`src/rtl/mem_access_ctrl.sv`:
```
// mem_access_ctrl: multi-cycle data-memory sequencer for the MEM stage.
//
// Takes decoded load/store controls and an effective address, and runs one
// request/response transaction with a variable-latency data memory. While the
// transaction runs, the upstream pipeline is stalled. The block forms the
// word address, byte mask and lane-replicated store data. It extracts and
// extends the load result. It flags misaligned or illegal accesses and
// abandons the access with a bus error if the memory does not finish in time.
//
// Ports
//   i_clk, i_rst_n         clock (rising edge), async active-low reset
//   i_valid                MEM stage holds a valid instruction
//   i_is_load, i_mem_wen   load / store controls (load wins if both are set)
//   i_size, i_unsigned     00 byte, 01 half, 10 word, 11 illegal; zero-extend
//   i_addr, i_wdata        effective byte address, store data
//   o_stall                freeze the pipeline upstream of WB
//   o_misalign             misaligned/illegal op seen in IDLE (no request)
//   o_rdata, o_rdata_valid extended load result, valid in DONE
//   o_bus_err              access abandoned on timeout (one cycle, in DONE)
//   o_mem_req/addr/wen/mask/wdata   registered memory request
//   i_mem_ready, i_mem_rvalid, i_mem_rdata   memory handshake / read data
//
// state | meaning
// ------+------------------------------------------------------------
// IDLE  | waiting for an op; aligned op is captured, misaligned flagged
// REQ   | o_mem_req asserted until i_mem_ready
// WAIT  | load accepted, waiting for i_mem_rvalid
// DONE  | one-cycle completion: pipeline advances, result/bus error shown

module mem_access_ctrl #(
  parameter int unsigned TIMEOUT_CYCLES = 255
) (
  input  logic        i_clk,
  input  logic        i_rst_n,
  input  logic        i_valid,
  input  logic        i_is_load,
  input  logic        i_mem_wen,
  input  logic [1:0]  i_size,
  input  logic        i_unsigned,
  input  logic [31:0] i_addr,
  input  logic [31:0] i_wdata,
  output logic        o_stall,
  output logic        o_misalign,
  output logic [31:0] o_rdata,
  output logic        o_rdata_valid,
  output logic        o_bus_err,
  output logic        o_mem_req,
  output logic [31:0] o_mem_addr,
  output logic        o_mem_wen,
  output logic [3:0]  o_mem_mask,
  output logic [31:0] o_mem_wdata,
  input  logic        i_mem_ready,
  input  logic        i_mem_rvalid,
  input  logic [31:0] i_mem_rdata
);

  // The counter only needs to reach TIMEOUT_CYCLES-1: the cycle on which it
  // holds that value is the last one allowed in REQ+WAIT.
  localparam int unsigned CNT_W = (TIMEOUT_CYCLES < 2) ? 1 : $clog2(TIMEOUT_CYCLES);
  localparam logic [CNT_W-1:0] CNT_LAST = CNT_W'(TIMEOUT_CYCLES - 1);

  typedef enum logic [1:0] {
    S_IDLE = 2'd0,
    S_REQ  = 2'd1,
    S_WAIT = 2'd2,
    S_DONE = 2'd3
  } state_t;

  state_t           state_q, state_nx;
  logic [CNT_W-1:0] cnt_q;
  logic [1:0]       size_q;
  logic [1:0]       off_q;
  logic             uns_q;

  logic        op;
  logic        misaligned;
  logic        aligned_op;
  logic        capture;
  logic        timeout;
  logic        rd_done;
  logic        to_err;
  logic [3:0]  mask_d;
  logic [31:0] wdata_d;
  logic [31:0] rd_shifted;
  logic [31:0] rd_ext;

  assign op         = i_valid & (i_is_load | i_mem_wen);
  assign aligned_op = op & ~misaligned;
  assign capture    = (state_q == S_IDLE) & aligned_op;
  assign timeout    = (cnt_q == CNT_LAST);

  always_comb begin
    misaligned = 1'b0;
    case (i_size)
      2'b00:   misaligned = 1'b0;
      2'b01:   misaligned = i_addr[0];
      2'b10:   misaligned = |i_addr[1:0];
      default: misaligned = 1'b1;
    endcase
  end

  always_comb begin
    mask_d  = 4'b1111;
    wdata_d = i_wdata;
    case (i_size)
      2'b00: begin
        mask_d  = 4'b0001 << i_addr[1:0];
        wdata_d = {4{i_wdata[7:0]}};
      end
      2'b01: begin
        mask_d  = 4'b0011 << i_addr[1:0];
        wdata_d = {2{i_wdata[15:0]}};
      end
      default: begin
        mask_d  = 4'b1111;
        wdata_d = i_wdata;
      end
    endcase
  end

  // Load extraction uses only the captured size/offset/unsigned flags.
  always_comb begin
    rd_shifted = i_mem_rdata >> {off_q, 3'b000};
    rd_ext     = rd_shifted;
    case (size_q)
      2'b00:   rd_ext = {{24{~uns_q & rd_shifted[7]}}, rd_shifted[7:0]};
      2'b01:   rd_ext = {{16{~uns_q & rd_shifted[15]}}, rd_shifted[15:0]};
      default: rd_ext = rd_shifted;
    endcase
  end

  // Completion beats the timeout on the same cycle: an accepted store or a
  // returned read word is a finished access. A load accepted on the last
  // allowed cycle cannot finish in time, so it still times out.
  assign rd_done = (state_q == S_WAIT) & i_mem_rvalid;
  assign to_err  = timeout &
                   (((state_q == S_REQ)  & ~(i_mem_ready & o_mem_wen)) |
                    ((state_q == S_WAIT) & ~i_mem_rvalid));

  // State register
  always_ff @(posedge i_clk or negedge i_rst_n) begin
    if (!i_rst_n) state_q <= S_IDLE;
    else          state_q <= state_nx;
  end

  // Next-state logic
  always_comb begin
    state_nx = state_q;
    case (state_q)
      S_IDLE: if (aligned_op) state_nx = S_REQ;
      S_REQ: begin
        if (i_mem_ready && o_mem_wen) state_nx = S_DONE;
        else if (timeout)             state_nx = S_DONE;
        else if (i_mem_ready)         state_nx = S_WAIT;
      end
      S_WAIT:  if (i_mem_rvalid || timeout) state_nx = S_DONE;
      default: state_nx = S_IDLE;
    endcase
  end

  // Outputs decoded from state and inputs
  always_comb begin
    o_stall    = 1'b0;
    o_misalign = 1'b0;
    case (state_q)
      S_IDLE: begin
        o_stall    = aligned_op;
        o_misalign = op & misaligned;
      end
      S_REQ, S_WAIT: o_stall = 1'b1;
      default: o_stall = 1'b0;
    endcase
  end

  always_ff @(posedge i_clk or negedge i_rst_n) begin
    if (!i_rst_n) begin
      cnt_q <= '0;
    end else if (state_q == S_IDLE) begin
      cnt_q <= '0;
    end else if (state_q == S_REQ || state_q == S_WAIT) begin
      cnt_q <= cnt_q + 1'b1;
    end
  end

  always_ff @(posedge i_clk or negedge i_rst_n) begin
    if (!i_rst_n) begin
      o_mem_req     <= 1'b0;
      o_mem_addr    <= '0;
      o_mem_wen     <= 1'b0;
      o_mem_mask    <= '0;
      o_mem_wdata   <= '0;
      size_q        <= '0;
      off_q         <= '0;
      uns_q         <= 1'b0;
      o_rdata       <= '0;
      o_rdata_valid <= 1'b0;
      o_bus_err     <= 1'b0;
    end else begin
      if (capture) begin
        o_mem_addr  <= {i_addr[31:2], 2'b00};
        o_mem_wen   <= ~i_is_load;
        o_mem_mask  <= mask_d;
        o_mem_wdata <= wdata_d;
        size_q      <= i_size;
        off_q       <= i_addr[1:0];
        uns_q       <= i_unsigned;
      end
      o_mem_req     <= (state_nx == S_REQ);
      o_rdata_valid <= rd_done;
      o_bus_err     <= to_err;
      if (rd_done)     o_rdata <= rd_ext;
      else if (to_err) o_rdata <= '0;
    end
  end

endmodule

```
`config.mk`:
```
export PLATFORM = sky130hd
export DESIGN_NAME = mem_access_ctrl
export DESIGN_NICKNAME = d
export VERILOG_FILES = /design/src/rtl/mem_access_ctrl.sv
export SDC_FILE = /design/constraint.sdc
export NUM_CORES = 1
export LEC_CHECK = 0
export CAP_MARGIN = 20
export CORE_ASPECT_RATIO = 1.75
export CORE_UTILIZATION = 45
export DETAILED_ROUTE_END_ITERATION = 16
export PLACE_DENSITY = 0.85
export SYNTH_ARGS = -nofsm -noshare
export SYNTH_HDL_FRONTEND = slang
export SYNTH_SLANG_ARGS = --single-unit
```
`constraint.sdc`:
```
create_clock -name i_clk -period 2.6 [get_ports i_clk]
set_clock_uncertainty 0.15 [all_clocks]
set_input_delay 0.26 -clock i_clk [delete_from_list [all_inputs] [get_ports i_clk]]
set_output_delay 0.26 -clock i_clk [all_outputs]
set_load 0.005 [all_outputs]
```
==> results of run 1 <==
-- power by group --
part	leakage (uW)	switching (uW)	internal, uW	total (uW)
Clock	0.000309	819	1720	2540
Combinational	0.00205	1650	2260	3910
Sequential	0.00147	549	2610	3160
Total	0.00383	3020	6590	9610
-- Yosys cell counts (2+ instances only) --
cell	n	area, um2
mux2_1	2	22.52
and3_1	2	12.51
nor2b_1	3	18.77
a21oi_1	23	115.1
a221o_1	16	160.2
nor4b_1	2	17.52
o22ai_1	2	12.51
nand2b_1	4	25.02
a221oi_1	2	17.52
inv_1	4	15.01
a31oi_1	2	12.51
buf_2	19	95.09
a22o_1	8	70.07
ha_1	6	75.07
o21ai_0	53	265.3
o2bb2ai_1	8	70.07
nor2_1	19	71.32
dfrtp_1	117	2928
nand2_1	172	645.6
nand3b_1	7	52.55
nor3_1	3	15.01
mux2i_1	38	380.4
nand3_1	2	10.01
or3_1	2	12.51
buf_4	2	15.01
clkbuf_1	17	63.81
mux2_2	8	90.09
nor4_1	2	12.51
buf_6	2	22.52
or2_2	2	12.51
-- worst max-delay path by stage --
stage | slack (ps) | from | depth (start not counted) | to
finish | 90 | state_q[0] | 7 | o_stall
global route | -20 | state_q[0] | 7 | o_stall
CTS | 60 | state_q[0] | 7 | o_stall
detailed placement | 330 | i_addr[0] | 6 | o_stall
global placement | 350 | i_addr[0] | 6 | o_stall
floorplan | 620 | state_q[0] | 7 | o_rdata[21]
-- per-layer routing --
layer	global-route usage	vias to the layer above
met3	0.07887	55
met5	0	-
li1	-	2412
met4	0.1775	0
met2	0.4766	252
met1	0.2735	2460
-- metrics by stage --
step / setup TNS [ps] / total power (uW) / hold slack, ps / utilization / std cells
floorplan: 0 / 4779 / -185.6 / - / 577
global placement: 0 / 6839 / 151.7 / 0.6537 / 928
detailed placement: 0 / 7006 / 155.8 / 0.6537 / 928
CTS: 0 / 9609 / 215.4 / 0.7083 / 961
global route: -17.42 / 10160 / 237.9 / 0.7110 / 965
finish: 0 / 9608 / 231.2 / 0.7110 / 965
-- worst max-delay path, cell delays in order, from the launching register on --
cell and delay, ps:
dfrtp_1 410, inv_1 110, ha_2 200, o211ai_2 90, o21ba_2 260, nor2_1 40
nor2_1 80, clkdlybuf4s50_1 510
-- logic make-up after synthesis --
group / count (synthesis) / share of synthesized area
AND/OR/NAND/NOR: 231 / 0.1834
AO/OA/AOI/OAI: 124 / 0.1454
flip-flops: 117 / 0.5228
multiplexers: 49 / 0.09205
buffers and inverters: 46 / 0.03909
adder cells (fa/ha/maj): 6 / 0.01340
XOR/XNOR: 2 / 0.003128
other: 1 / 0.0006696
-- sequential cells by signal, summed over array words and instances, names as in the netlist --
signal and count:
o_mem_wdata 32, o_mem_req 1, o_mem_mask 4, state_q 2
o_rdata_valid 1, o_bus_err 1, uns_q 1, size_q 2
o_mem_wen 1, o_mem_addr 30, o_rdata 32, cnt_q 8
off_q 2
-- layout make-up --
cell class,count,area [um2],area share
timing repair buffer,232,2302,0.2683
sequential,117,2928,0.3412
multi-input combinational,414,2477,0.2887
tap,165,206.4,0.02406
clock inverter,13,205.2,0.02391
inverter,5,18.77,0.002187
clock buffer,19,442.9,0.05162
-- what timing repair did --
| action | 4_1_cts | 5_1_grt |
|---|---|---|
| endpoints found under the setup margin | 0 | 1 |
| resized for setup | 0 | 1 |
| hold buffers | 1 | 0 |
| buffers inserted | 0 | 4 |
| hold endpoints to repair | 43 | 0 |
==> out/results.ini, run 1 <==
[outcome]
outcome = completed

[critical_path]
worstSetupStartpointType = flop
reg2reg_to = o_rdata[18]
r2r_slack_ps = 360
cp_max_fo = 4
reg2reg_from = state_q[0]
endpoint_kind = primary output
cp.arrival_ps = 2100
worst-setup-path-type = reg2out
ff2ff_path_depth = 7
critPathRequiredTime_ps = 2190

[detailed_routing]
ant_nets = 0
wl_mm = 16.91
dr.pass1.iters = 5
wl_met3_mm = 1.152
wl_met2_mm = 9.085
via_count = 5179
via_per_inst = 5.367
dr.max_layer_used = met4
drt-initial-drc-count = 235
routedWlPerCell_um = 17.52
drc_errors = 0
met1_length_mm = 5.720

[clock_tree]
cts_buffer_depth = 2
clk_pin_slew_worst_paths_ps = 60
cts.sinks = 117
cts_max_level = 4
cts_tree = done
numCtsBuffers = 17
clk_latency_ps = 410
clockRootBuffer = clkbuf_16

[timing]
max_freq_mhz = 398.9
slew_viol_final = 0
finalCritPeriodShare = 0.9641
hold_viol = 0
relSlewSlack = 0.5830
setup_viol = 0
layout_setup_ws_ps = 93.22
worstMarginPinSlew_ps = 624.9
post-route-min-period_ps = 2507

[power]
power.leakage_uw = 0.003830
power_density_mw_per_mm2 = 1120
ir_drop_uv = 696.6

[global_routing]
grt_max_degree = 96
grt_first_pass_wirelength_mm = 26.50
antenna_found_initial = 0
grt_pass1_vias = 5489
gr-total-overflow = 0
grt.total_usage = 0.2709

[worst_hold_path]
hold_start = i_addr[28]
min_path_type = in2reg
hold-path-cell-count = 3
holdPathEnd = o_mem_addr[28]

[logic_synthesis]
ys_seq_area_frac = 0.5228
postSynthCellCount = 576
synthFlopType = dfrtp_1
synth_seq_cells = 117
synth_edf_count = 0
async_flop_share = 1.000
yosysWarnings = 0
ys_types = 57
avgSynthCellArea_um2 = 9.723
syn_area_mm2 = 0.005600

[place]
dpl_cell_area_mm2 = 0.007890
dp_hpwl_mm = 12.48
gp_congestion = 0.9144
portBuffers = 209
post-place-ws_ps = 325.5

[finish]
final_common_cell = clkdlybuf4s50_1
final_cell_mix = clkdlybuf4s50_1, nand2_1, dfrtp_1
layout-drive-gt1-share = 0.09875
num_antenna_cells = 0
syn2layout_area_growth_pct = 53.22
nets = 899
n_fill_cell = 884
fin_area_mm2 = 0.008581

[die]
io_pins = 212
die-area_mm2 = 0.01291
core_mm2 = 0.01207
start_util = 0.4640
dieWidth_um = 86.33
die_height_um = 149.6
std_cell_rows = 53

[flow_run]
drv_cap = 0

Note: power is estimated with default switching activity, not from simulation.
==> run 2, diff against run 1 <==
Settings changed: CORE_UTILIZATION 45 to 48, CTS_CLUSTER_SIZE set to 14, PLACE_DENSITY 0.85 to 0.89.
Clock period 2.6 ns to 3.15 ns, I/O delays scaled along.
==> run 2 against run 1 <==
Sequential power fell by 17%; routed wire length rose by 2.1%; total power is 19% lower; global-route usage grew 1.9 points; worst setup slack improved by 140 ps; utilization increased by 3.7 points; non-clock buffer count shrank 11; critical path depth did not move; register-to-register slack better by 240 ps; combinational power down 19%; sequential cell count unchanged; final cell count is 4.5% lower; critical path type unchanged; largest power group unchanged; highest routed layer unchanged.
==> out/results.ini, run 2 (synthesis results as in run 1) <==
[critical_path]
worst-setup-path-type = reg2out
cp_max_fo = 9
worstSetupStartpointType = flop
endpoint_kind = primary output
r2r_slack_ps = 600
cp.arrival_ps = 2450
critPathRequiredTime_ps = 2680

[global_routing]
gr-total-overflow = 0
grt_pass1_vias = 5423
grt.total_usage = 0.2898
antenna_found_initial = 1
grt_first_pass_wirelength_mm = 27.12
grt_max_degree = 94

[die]
dieWidth_um = 83.65
io_pins = 212
core_mm2 = 0.01123
die-area_mm2 = 0.01212
die_height_um = 144.9
start_util = 0.4987
std_cell_rows = 51

[power]
power.total_uw = 7757
p_clk_frac = 0.255
switchingPower_uw = 2550
ir_drop_uv = 624.4
power_density_mw_per_mm2 = 922.8
power_frac_seq = 0.336
power_frac_comb = 0.409
internal_power_uw = 5207
power.leakage_uw = 0.003752
swShare = 0.3288

[finish]
nets = 888
final_common_cell = clkdlybuf4s50_1
fin_util = 0.7484
largestRegisters = o_mem_wdata x32, o_rdata x32, o_mem_addr x30
final_cell_mix = clkdlybuf4s50_1, nand2_1, dfrtp_1
syn2layout_area_growth_pct = 50.09
instances_no_fill = 922
layout-drive-gt1-share = 0.08619

[timing]
slew_viol_final = 0
worstMarginPinSlew_ps = 720.5
max_freq_mhz = 343.4
relSlewSlack = 0.5197
setup_viol = 0
hold_viol = 0
post-route-min-period_ps = 2912
finalCritPeriodShare = 0.9245
tns_ps = 0
grt_setup_unrepaired = false

[detailed_routing]
via_count = 5172
via_per_inst = 5.610
drt-initial-drc-count = 201
drc_errors = 0
routedWlPerCell_um = 18.72
dr.pass1.iters = 5
wl_mm = 17.26
ant_nets = 0

[clock_tree]
cts.sinks = 117
clockRootBuffer = clkbuf_16
cts_setup_buffers = 0
numCtsBuffers = 17
clk_latency_ps = 410
cts_buffer_depth = 2
cts_tree = done
clk_pin_slew_worst_paths_ps = 60
cts_max_level = 4

[place]
place_inst = 888
portBuffers = 209
gp_congestion = 0.8508
dp_hpwl_mm = 12.37

[flow_run]
drv_cap = 0

[worst_hold_path]
min_path_type = in2reg

[outcome]
outcome = completed

==> run 2: final timing paths <==
| kind | from | endpoint | depth (start not counted) |
|---|---|---|---|
| worst max-delay path | state_q[0] | o_stall | 7 |
| worst min-delay path | i_addr[25] | o_mem_addr[25] | 3 |
| worst max register to register | state_q[0] | o_rdata[29] | 7 |
| worst min register to register | o_mem_addr[13] | o_mem_addr[13] | 2 |
| max in group asynchronous | i_rst_n | o_rdata[18] | 3 |
| min in group asynchronous | i_rst_n | o_mem_wdata[26] | 2 |
==> run 2: power by group through the flow <==
stage,logic (uW),registers (uW),clock network [uW]
final,3170,2610,1980
after global routing,3450,2670,2060
after CTS,3190,2610,1990
after detailed placement,3150,2610,0
after global placement,3030,2570,0
after floorplan,1380,2570,0
==> run 2: stage by stage <==
step	hold WS (ps)	instance area, um2	setup slack [ps]
2_1_floorplan	-130.6	5604	1175
3_3_place_gp	258.4	7784	612.4
3_5_place_dp	266.7	7784	543.2
4_1_cts	273.0	8403	226.4
5_1_grt	268.7	8406	68.03
6_report	280.8	8406	237.7
==> run 2: critical path, stage by stage (launching register included) <==
cell and delay, ps:
dfrtp_1 420, inv_1 110, ha_1 340, o211ai_2 240
o21ba_2 300, nor2_1 40, nor2_1 80, clkdlybuf4s50_1 510
==> run 2: final cells by class <==
type	count	area (um2)
flip-flops and latches	117	2928
fillers	759	2825
multi-input cells	414	2475
repair buffers	221	2207
clock buffers	17	425.4
clock inverters	15	183.9
well taps	132	165.2
inverters	5	18.77
diodes	1	2.502
==> run 2: layer usage <==
metal  GRT usage  wire length [um]  up-vias
met2      0.5336              9415      223
li1            -                 -     2390
met1      0.2837              5811     2488
met3     0.07941              1072       71
met4      0.1864               960        0
met5           0                 0        -
==> run 2: repair_timing <==
| item | CTS | global route |
|---|---|---|
| hold buffers | 1 | 0 |
| gates resized for setup | 0 | 0 |
| hold endpoints to repair | 54 | 0 |
==> run 3, diff against run 2 <==
Settings changed: CORE_UTILIZATION 48 to 26, GPL_TIMING_DRIVEN set to 0, PLACE_DENSITY 0.89 to unset, PLACE_DENSITY_LB_ADDON set to 0.3.
==> run 3 against run 2 <==
Utilization shrank 34 points; clock power is 8% lower; via count is 2.8% lower; non-clock buffer count rose by 28; die area up 83%; total power is 2.0% lower; routed wire length is 10% higher; cell area rose by 2.1%; worst hold slack got worse by 210 ps; sequential power down 2%; critical endpoint unchanged; largest cell class unchanged; largest power group unchanged.
==> out/results.ini, run 3 (synthesis results as in run 1) <==
[timing]
finalCritPeriodShare = 0.9107
worstMarginPinSlew_ps = 740.0
max_freq_mhz = 348.6
relSlewSlack = 0.5067
setup_viol = 0
post-route-min-period_ps = 2869
hold_viol = 0
grt_setup_unrepaired = false
timing.hold.ws_ps = 69.85
layout_setup_ws_ps = 281.2
slew_viol_final = 0

[place]
gp_congestion = 0.8061
dp_hpwl_mm = 14.19
portBuffers = 206
post-place-ws_ps = 349.3

[worst_hold_path]
hold-path-cell-count = 3
holdPathEnd = off_q[0]
hold_start = i_addr[0]
min_path_type = in2reg

[detailed_routing]
via_per_inst = 4.703
routedWlPerCell_um = 17.79
wl_mm = 19.01
dr.pass1.iters = 4
ant_nets = 0
via_count = 5027
drc_errors = 0
drt-initial-drc-count = 162

[clock_tree]
cts_tree = done
clk_pin_slew_worst_paths_ps = 60
clockRootBuffer = clkbuf_16
numCtsBuffers = 17
cts_buffer_depth = 2
clk_latency_ps = 420
cts.sinks = 117
cts_max_level = 4

[finish]
n_fill_cell = 2073
final_cell_mix = clkdlybuf4s50_1, nand2_1, dfrtp_1
num_antenna_cells = 0
fin_util = 0.4081
syn2layout_area_growth_pct = 53.17
nets = 916
final_common_cell = clkdlybuf4s50_1
largestRegisters = o_mem_wdata x32, o_rdata x32, o_mem_addr x30
layout-drive-gt1-share = 0.09670

[global_routing]
grt_max_degree = 67
antenna_found_initial = 1
grt_first_pass_wirelength_mm = 29.93
grt.total_usage = 0.1799
grt_pass1_vias = 5388
gr-total-overflow = 0

[critical_path]
cp_max_fo = 9
reg2reg_from = state_q[0]
r2r_slack_ps = 800
worst-setup-path-type = reg2out
worstSetupStartpointType = flop
ff2ff_path_depth = 8
cp.arrival_ps = 2400
critPathRequiredTime_ps = 2680
endpoint_kind = primary output
reg2reg_to = o_rdata[24]

[power]
power.leakage_uw = 0.003770
ir_drop_uv = 380.9
power_density_mw_per_mm2 = 885.9

[die]
io_pins = 212
dieWidth_um = 112.9
die-area_mm2 = 0.02215
std_cell_rows = 70
core_mm2 = 0.02102
start_util = 0.2664
die_height_um = 196.2

[flow_run]
drv_cap = 0

[outcome]
outcome = completed

run 3: worst max-delay path by stage:
| stage | endpoint | startpoint | slack [ps] | depth (start not counted) |
|---|---|---|---|---|
| after floorplan | o_rdata[21] | state_q[0] | 1170 | 7 |
| after global placement | o_rdata_valid | i_rst_n | -3360 | 1 |
| after detailed placement | o_stall | i_addr[1] | 350 | 7 |
| after CTS | o_stall | state_q[0] | 10 | 8 |
| after global routing | o_stall | state_q[1] | 100 | 8 |
| final | o_stall | state_q[1] | 280 | 8 |
run 3: routing by layer:
metal | GRT usage | routed length (um) | up-vias
met5 | 0 | 13 | -
met4 | 0.1038 | 804 | 2
met3 | 0.04171 | 926 | 41
met2 | 0.3251 | 10030 | 169
met1 | 0.1889 | 7235 | 2369
li1 | - | - | 2446
run 3: power breakdown:
part,leakage (uW),internal (uW),switching [uW]
clock network,0.000261,1020,804
logic,0.00204,1830,1380
registers,0.00147,2150,416
total,0.00377,5000,2600
run 3: through the flow:
stage / total power (uW) / TNS, ps / instances / area (um2)
2_1_floorplan: 3944 / 0 / 577 / 5604
3_3_place_gp: 5788 / -391730 / 1035 / 7981
3_5_place_dp: 5814 / 0 / 1036 / 8010
4_1_cts: 7704 / 0 / 1068 / 8564
5_1_grt: 8121 / 0 / 1069 / 8578
6_report: 7599 / 0 / 1069 / 8578
run 3: worst max-delay path, cell delays in order (launching register included):
cell and delay (ps):
dfrtp_1 420, inv_1 100, ha_1 130, buf_2 200, o211ai_2 190, o21ba_4 280
nor2_1 50, nor2_1 90, clkdlybuf4s50_1 520
run 3: timing repair:
item                                   CTS  global route
hold buffers                             1             0
resized for setup                        0             1
setup buffers                            0             1
endpoints found under the hold margin   65             0
setup endpoints to repair                1             1
run 3: cell type report:
type | instances | area [um2] | area share
multi-input cells | 414 | 2464 | 0.2872
well taps | 252 | 315.3 | 0.03676
clock buffers | 17 | 425.4 | 0.04959
flip-flops and latches | 117 | 2928 | 0.3413
inverters | 5 | 18.77 | 0.002188
plain buffers | 40 | 195.2 | 0.02275
clock inverters | 15 | 123.9 | 0.01444
repair buffers | 209 | 2108 | 0.2458
